<file path="config.mk">
export PLATFORM = sky130hd
export DESIGN_NAME = l2_ctrl_regs
export DESIGN_NICKNAME = d
export VERILOG_FILES = /design/src/rtl/l2_ctrl_regs_pkg.sv /design/src/rtl/l2_fwd_stall_slot.sv /design/src/rtl/l2_ctrl_regs.sv
export SDC_FILE = /design/constraint.sdc
export NUM_CORES = 1
export LEC_CHECK = 0
export ABC_AREA = 1
export CELL_PAD_IN_SITES_DETAIL_PLACEMENT = 0
export CELL_PAD_IN_SITES_GLOBAL_PLACEMENT = 1
export CORE_ASPECT_RATIO = 1.1
export CORE_UTILIZATION = 33
export DETAILED_ROUTE_END_ITERATION = 10
export GPL_TIMING_DRIVEN = 0
export PLACE_DENSITY_LB_ADDON = 0.12
export SETUP_SLACK_MARGIN = 0.3
export SLEW_MARGIN = 20
export SYNTH_ARGS = -nofsm -noshare
export SYNTH_HDL_FRONTEND = slang
export SYNTH_SLANG_ARGS = --single-unit
</file>
<file path="constraint.sdc">
create_clock -name clk -period 1.8 [get_ports clk]
set_input_delay 0.36 -clock clk [delete_from_list [all_inputs] [get_ports clk]]
set_output_delay 0.36 -clock clk [all_outputs]
set_load 0.02 [all_outputs]
</file>
<file path="src/rtl/l2_ctrl_regs_pkg.sv">
// Shared L2 cache control definitions: default geometry, index-width helper, flush FSM states.
// Latency: n/a (types and constants only).
// Backpressure: n/a.
package l2_ctrl_regs_pkg;

  localparam int unsigned L2_N_SETS  = 256;
  localparam int unsigned L2_N_WAYS  = 8;
  localparam int unsigned L2_N_REQS  = 4;
  localparam int unsigned L2_N_FWD   = 2;
  localparam int unsigned L2_N_FLAGS = 4;

  // Width of an index into n entries; never narrower than one bit.
  function automatic int unsigned idx_w(input int unsigned n);
    return (n > 1) ? $clog2(n) : 1;
  endfunction

  localparam int unsigned L2_SET_W  = idx_w(L2_N_SETS);
  localparam int unsigned L2_WAY_W  = idx_w(L2_N_WAYS);
  localparam int unsigned L2_REQS_W = idx_w(L2_N_REQS);

  typedef enum logic [1:0] {
    FL_IDLE = 2'd0,
    FL_WALK = 2'd1,
    FL_DONE = 2'd2
  } flush_state_e;

endpackage

</file>
<file path="src/rtl/l2_fwd_stall_slot.sv">
// One forward-stall slot: holds a request index and clears itself when a put retires that index.
// Latency: load and clear take effect on the next clock; match_o is combinational on the current put.
// Backpressure: none; the parent only loads an invalid slot, a loaded slot ignores further loads.
module l2_fwd_stall_slot #(
  parameter int unsigned IDX_W = 2
) (
  input  logic             clk,
  input  logic             rst,
  input  logic             load_i,
  input  logic [IDX_W-1:0] load_idx_i,
  input  logic             put_valid_i,
  input  logic [IDX_W-1:0] put_idx_i,
  input  logic             put_atomic_i,
  input  logic [IDX_W-1:0] put_atomic_idx_i,
  output logic             vld_o,
  output logic             match_o
);

  logic             vld_q, vld_d;
  logic [IDX_W-1:0] idx_q, idx_d;

  // Matching looks only at the registered slot, so a same-cycle load can never be retired.
  assign match_o = vld_q & put_valid_i &
                   ((idx_q == put_idx_i) | (put_atomic_i & (idx_q == put_atomic_idx_i)));
  assign vld_o   = vld_q;

  // Next slot contents: a retire clears the slot, a load fills an empty one.
  always_comb begin
    vld_d = vld_q;
    idx_d = idx_q;
    if (match_o) begin
      vld_d = 1'b0;
    end else if (load_i && !vld_q) begin
      vld_d = 1'b1;
      idx_d = load_idx_i;
    end
  end

  // Slot state register.
  always_ff @(posedge clk or negedge rst) begin
    if (!rst) begin
      vld_q <= 1'b0;
      idx_q <= '0;
    end else begin
      vld_q <= vld_d;
      idx_q <= idx_d;
    end
  end

endmodule

</file>
<file path="src/rtl/l2_ctrl_regs.sv">
// L2 control registers: flush set/way walker, request-entry credit counter, forward-stall slots, status flags.
// Latency: every register updates one clock after its inputs; full/idle/stall decodes are combinational on registers.
// Backpressure: none; alloc at empty and free at full saturate (sticky err[1:0] when L2_CTRL_REGS_ERR_EN is defined).
module l2_ctrl_regs
  import l2_ctrl_regs_pkg::*;
#(
  parameter  int unsigned N_SETS  = L2_N_SETS,
  parameter  int unsigned N_WAYS  = L2_N_WAYS,
  parameter  int unsigned N_REQS  = L2_N_REQS,
  parameter  int unsigned N_FWD   = L2_N_FWD,
  parameter  int unsigned N_FLAGS = L2_N_FLAGS,
  localparam int unsigned SET_W   = idx_w(N_SETS),
  localparam int unsigned WAY_W   = idx_w(N_WAYS),
  localparam int unsigned REQS_W  = idx_w(N_REQS),
  localparam int unsigned CNT_W   = $clog2(N_REQS + 1)
) (
  input  logic               clk,
  input  logic               rst,
  input  logic               flush_start,
  input  logic               flush_step,
  input  logic               flush_abort,
  output logic [SET_W-1:0]   flush_set,
  output logic [WAY_W-1:0]   flush_way,
  output logic               flush_busy,
  output logic               flush_done,
  input  logic               req_alloc,
  input  logic               req_free,
  output logic [CNT_W-1:0]   reqs_cnt,
  output logic               reqs_full,
  output logic               reqs_idle,
  input  logic               fwd_push,
  input  logic [REQS_W-1:0]  fwd_push_idx,
  output logic               fwd_stall,
  output logic               fwd_slots_full,
  input  logic               put_valid,
  input  logic [REQS_W-1:0]  put_idx,
  input  logic               put_atomic,
  input  logic [REQS_W-1:0]  put_atomic_idx,
  output logic               fwd_ended,
  input  logic               clr_fwd_ended,
  input  logic [N_FLAGS-1:0] flag_set,
  input  logic [N_FLAGS-1:0] flag_clr,
  output logic [N_FLAGS-1:0] flags
`ifdef L2_CTRL_REGS_ERR_EN
  ,
  output logic [1:0]         err
`endif
);

  localparam logic [SET_W-1:0] SET_LAST = SET_W'(N_SETS - 1);
  localparam logic [WAY_W-1:0] WAY_LAST = WAY_W'(N_WAYS - 1);
  localparam logic [CNT_W-1:0] CNT_MAX  = CNT_W'(N_REQS);

  flush_state_e       state_q;
  logic [SET_W-1:0]   set_q;
  logic [WAY_W-1:0]   way_q;
  logic               busy_q, done_q;
  logic [CNT_W-1:0]   cnt_q, cnt_d;
  logic               ended_q, ended_d;
  logic [N_FLAGS-1:0] flags_q, flags_d;
  logic [N_FWD-1:0]   slot_vld, slot_match, slot_load;
  logic               alloc_only, free_only;

  // Flush walker: IDLE -> WALK on start, one way per step, DONE for a single cycle after the last way.
  always_ff @(posedge clk or negedge rst) begin
    if (!rst) begin
      state_q <= FL_IDLE;
      set_q   <= '0;
      way_q   <= '0;
      busy_q  <= 1'b0;
      done_q  <= 1'b0;
    end else begin
      done_q <= 1'b0;
      case (state_q)
        FL_IDLE: begin
          if (flush_start) begin
            state_q <= FL_WALK;
            busy_q  <= 1'b1;
          end
        end
        FL_WALK: begin
          if (flush_abort) begin
            state_q <= FL_IDLE;
            busy_q  <= 1'b0;
            set_q   <= '0;
            way_q   <= '0;
          end else if (flush_step) begin
            if (way_q != WAY_LAST) begin
              way_q <= way_q + WAY_W'(1);
            end else if (set_q != SET_LAST) begin
              way_q <= '0;
              set_q <= set_q + SET_W'(1);
            end else begin
              state_q <= FL_DONE;
              done_q  <= 1'b1;
            end
          end
        end
        FL_DONE: begin
          state_q <= FL_IDLE;
          busy_q  <= 1'b0;
          set_q   <= '0;
          way_q   <= '0;
        end
        default: begin
          state_q <= FL_IDLE;
          busy_q  <= 1'b0;
          set_q   <= '0;
          way_q   <= '0;
        end
      endcase
    end
  end

  assign flush_set  = set_q;
  assign flush_way  = way_q;
  assign flush_busy = busy_q;
  assign flush_done = done_q;

  // Alloc and free in the same cycle cancel; one-sided requests saturate at the range ends.
  assign alloc_only = req_alloc & ~req_free;
  assign free_only  = req_free & ~req_alloc;

  // Next free-entry count.
  always_comb begin
    cnt_d = cnt_q;
    if (alloc_only && !reqs_full) begin
      cnt_d = cnt_q - CNT_W'(1);
    end else if (free_only && !reqs_idle) begin
      cnt_d = cnt_q + CNT_W'(1);
    end
  end

  assign reqs_full = (cnt_q == '0);
  assign reqs_idle = (cnt_q == CNT_MAX);
  assign reqs_cnt  = cnt_q;

  // Pick the lowest empty slot for a push; with no empty slot the push is lost.
  always_comb begin
    logic taken;
    taken     = 1'b0;
    slot_load = '0;
    for (int s = 0; s < N_FWD; s++) begin
      if (!slot_vld[s] && !taken) begin
        slot_load[s] = fwd_push;
        taken        = 1'b1;
      end
    end
  end

  for (genvar g = 0; g < N_FWD; g++) begin : g_slot
    l2_fwd_stall_slot #(.IDX_W(REQS_W)) u_slot (
      .clk              (clk),
      .rst              (rst),
      .load_i           (slot_load[g]),
      .load_idx_i       (fwd_push_idx),
      .put_valid_i      (put_valid),
      .put_idx_i        (put_idx),
      .put_atomic_i     (put_atomic),
      .put_atomic_idx_i (put_atomic_idx),
      .vld_o            (slot_vld[g]),
      .match_o          (slot_match[g])
    );
  end

  assign fwd_stall      = |slot_vld;
  assign fwd_slots_full = &slot_vld;

  // Sticky "a stalled forward was released" flag; software clear wins over a new release.
  always_comb begin
    ended_d = ended_q;
    if (clr_fwd_ended) begin
      ended_d = 1'b0;
    end else if (|slot_match) begin
      ended_d = 1'b1;
    end
  end

  // Per-bit flags: clear beats set, otherwise hold.
  assign flags_d = (flags_q | flag_set) & ~flag_clr;

  // Counter, ended and flag registers.
  always_ff @(posedge clk or negedge rst) begin
    if (!rst) begin
      cnt_q   <= CNT_MAX;
      ended_q <= 1'b0;
      flags_q <= '0;
    end else begin
      cnt_q   <= cnt_d;
      ended_q <= ended_d;
      flags_q <= flags_d;
    end
  end

  assign fwd_ended = ended_q;
  assign flags     = flags_q;

`ifdef L2_CTRL_REGS_ERR_EN
  logic [1:0] err_q;

  // Sticky misuse flags: bit0 alloc with no free entry, bit1 free with every entry already free.
  always_ff @(posedge clk or negedge rst) begin
    if (!rst) begin
      err_q <= 2'b00;
    end else begin
      err_q <= err_q | {free_only & reqs_idle, alloc_only & reqs_full};
    end
  end

  assign err = err_q;
`endif

endmodule

</file>
==> results.md <==
* Outcome: finished clean
* Most common cell after layout, fill and taps aside: nand2_1
* CP cell instances: buf_12, nor3_4, nor2_2, nand2_2, fa_2, a21oi_2
* Fmax at 625 MHz
* P_leak at 1.25 nW
* CP Launch Type: flop
* Syn nets at 233
* Area Overhead vs Synth at 52.7%
* Multi-input gate area at 856 µm²
* Core region area at 4680 µm²
* GPL Wtd Cong at 0.736
* Worst VDD drop at 440 µV
* Nets@finish at 305
* Rel. slew slack at 54.3%
* Worst path bufs/invs at 1
* Critical path class: flop to flop
* # clock sinks at 29
* Port buffer count at 49
* Rows at 26
* CP max stage cell: dfstp_2
* Drt initial violations at 75
* Total number of vias at 1533
* Final Cycle Share at 88.9%
* Max incr delay on CP at 0.56 ns
* Die ar. at 5200 µm²
* Sequential Area at 732 µm²
* Path depth of the worst reg2reg path at 6
* Final setup fails at 0
* Period minus WS final at 1.60 ns
* CTS tree: done
* Worst Path Arrival at 1.78 ns
* Io pins at 50
* Routed Antenna Nets at 0
* Synth Instances at 204
* Worst endpoint required time at 1.97 ns
* Antenna violations before repair at 0
* Vias in the first global route at 1406
* Worst r2r dst: reqs_cnt[1]
* Max-slew violations at 0
* Unrepaired setup endpoints after global routing: true
* Post-synthesis cell type count at 29
* Yosys warns at 0
* Root Driver: clkbuf_8
* R2R Setup Slk at 0.20 ns
* Share of layout cells above drive strength 1 at 25.3%
* Via density per instance at 4.60
* Max clock buf depth at 2
* Chip width at 68.9 µm
* Main area contributors after synthesis: dfrtp_1 (43%), nand2_1 (12%), inv_1 (6.9%), nor2_1 (4.9%), nand3_1 (4.0%)
* Clock-pin slew on the worst setup and hold paths at 0.07 ns
* Worst skew pair latency at 0.28 ns
* Yosys reg bits at 29
* DRT Pass-1 Iters at 4
* PD cells at 1220 nW/µm²
* Most frequent cells in the layout: nand2_1 (49), inv_1 (30), dfrtp_1 (24)
* Htree depth at 2
* Worst-Margin Slew at 0.686 ns
* Pin count of the biggest net entering global routing at 30
* Sequential fraction of the synthesis area at 44.8%
* Initial core utilization at 34.6%
* CP Max Fanout at 3
* Filler cells at 466
* Hold buffers post-CTS at 0
* Hold WC Path Type: input pin to async pin
* Avg Cell Area, Syn at 7.95 µm²
* TritonCTS buffer count at 5
* Residual DRC at 0
* Leading area contributor after synthesis: dfrtp_1
* Grt ovf at 0
* Antenna cell count at 0
* Worst reg2reg path startpoint: reqs_cnt[2]
* DR WL/cell at 11.6 µm
* Skew final at 0.00585 ns
* Aggregate routed wire length at 3.87 mm
* Chip height at 75.6 µm
* Share of the synthesized area in the top cell type at 43.2%
* CP delay by family, top: flip-flops
* Pwr Total at 3.01 mW
* Critical Path End Type: flop
* First-pass GRT wire length at 6.02 mm
* Hold Slack at 0.112 ns
* Synth Cell Area at 1620 µm²
* Fin. Hold Viols at 0
* Max Cap Viol at 0
* Detailed placement HPWL at 2.62 mm
* Gr usage total at 15.9%
==> synthesized netlist by cell type, drive strengths merged <==
| library cell | count |
|---|---|
| nor3 | 4 |
| inv | 32 |
| nand3 | 13 |
| a22oi | 1 |
| a21oi | 4 |
| o21ai | 15 |
| a21o | 1 |
| mux2 | 1 |
| buf | 1 |
| o211ai | 1 |
| or2 | 3 |
| fa | 1 |
| dfrtp | 28 |
| nand4 | 6 |
| dfstp | 1 |
| nor2 | 26 |
| nand2 | 57 |
| ha | 3 |
| xor2 | 2 |
| xnor2 | 4 |
==> power breakdown <==
part	total, mW	switching [mW]	internal [mW]	leakage [nW]
logic	1.48	0.776	0.704	0.844
clock network	0.526	0.260	0.266	0.0439
registers	1.01	0.171	0.837	0.364
total	3.01	1.21	1.81	1.25
==> sequential cells by signal, indices dropped and copies added, names as in the netlist <==
register,flops
flush_set,8
flags,4
g_slot.u_slot.idx_q,4
flush_way,3
reqs_cnt,3
g_slot.u_slot.vld_o,2
state_q,2
flush_busy,1
flush_done,1
fwd_ended,1
==> timing repair <==
action	CTS	global route
resized for setup	40	21
setup buffers	8	7
hold endpoints to repair	0	0
gates cloned	0	1
pin swaps	11	7
endpoints found under the setup margin	37	18
==> layout make-up <==
class	count	share of cell area, %
well taps	56	2.83
clock inverters	3	0.707
plain buffers	1	0.606
repair buffers	65	24.2
clock buffers	5	2.78
multi-input cells	142	34.5
flip-flops and latches	29	29.5
inverters	32	4.85
==> worst max-delay path by stage <==
stage,from,endpoint,slack (ns),cells past startpoint
floorplan,reqs_cnt[2],reqs_cnt[2],0.19,8
global placement,rst,reqs_cnt[0],-0.34,1
detailed placement,flush_abort,flush_set[0],-0.12,7
CTS,reqs_cnt[0],reqs_idle,0.09,4
global route,reqs_cnt[2],reqs_cnt[2],0.14,9
finish,reqs_cnt[2],reqs_cnt[1],0.20,6
==> cells by family (layout without fill, tap and decap cells) <==
logic type / after synthesis / after routing / synth area share (%)
simple gates: 109 / 109 / 31.5
buf+inv: 33 / 106 / 8.10
flops: 29 / 29 / 44.8
compound gates: 22 / 22 / 8.17
xor+xnor: 6 / 6 / 3.24
fa+ha+maj: 4 / 4 / 3.55
mux: 1 / 1 / 0.694
==> per-layer routing <==
| layer | up-vias | wire, µm | GRT usage (%) |
|---|---|---|---|
| met1 | 686 | 1760 | 18.8 |
| met5 | - | 0 | 0 |
| met4 | 0 | 72 | 7.71 |
| li1 | 792 | - | - |
| met2 | 46 | 1790 | 26.1 |
| met3 | 9 | 248 | 4.94 |
==> stage by stage <==
stage	cell area [µm²]	cells	worst slack (ns)	setup TNS, ns	util [%]
after global routing	2480	333	0.137	0	52.9
after floorplan	1640	204	0.190	0	-
after global placement	2200	309	-0.345	-7.62	47.0
final	2480	333	0.200	0	52.9
after CTS	2340	325	0.0918	0	50.1
after detailed placement	2200	309	-0.122	-0.862	46.9
Power figures use the tool's default switching activity.
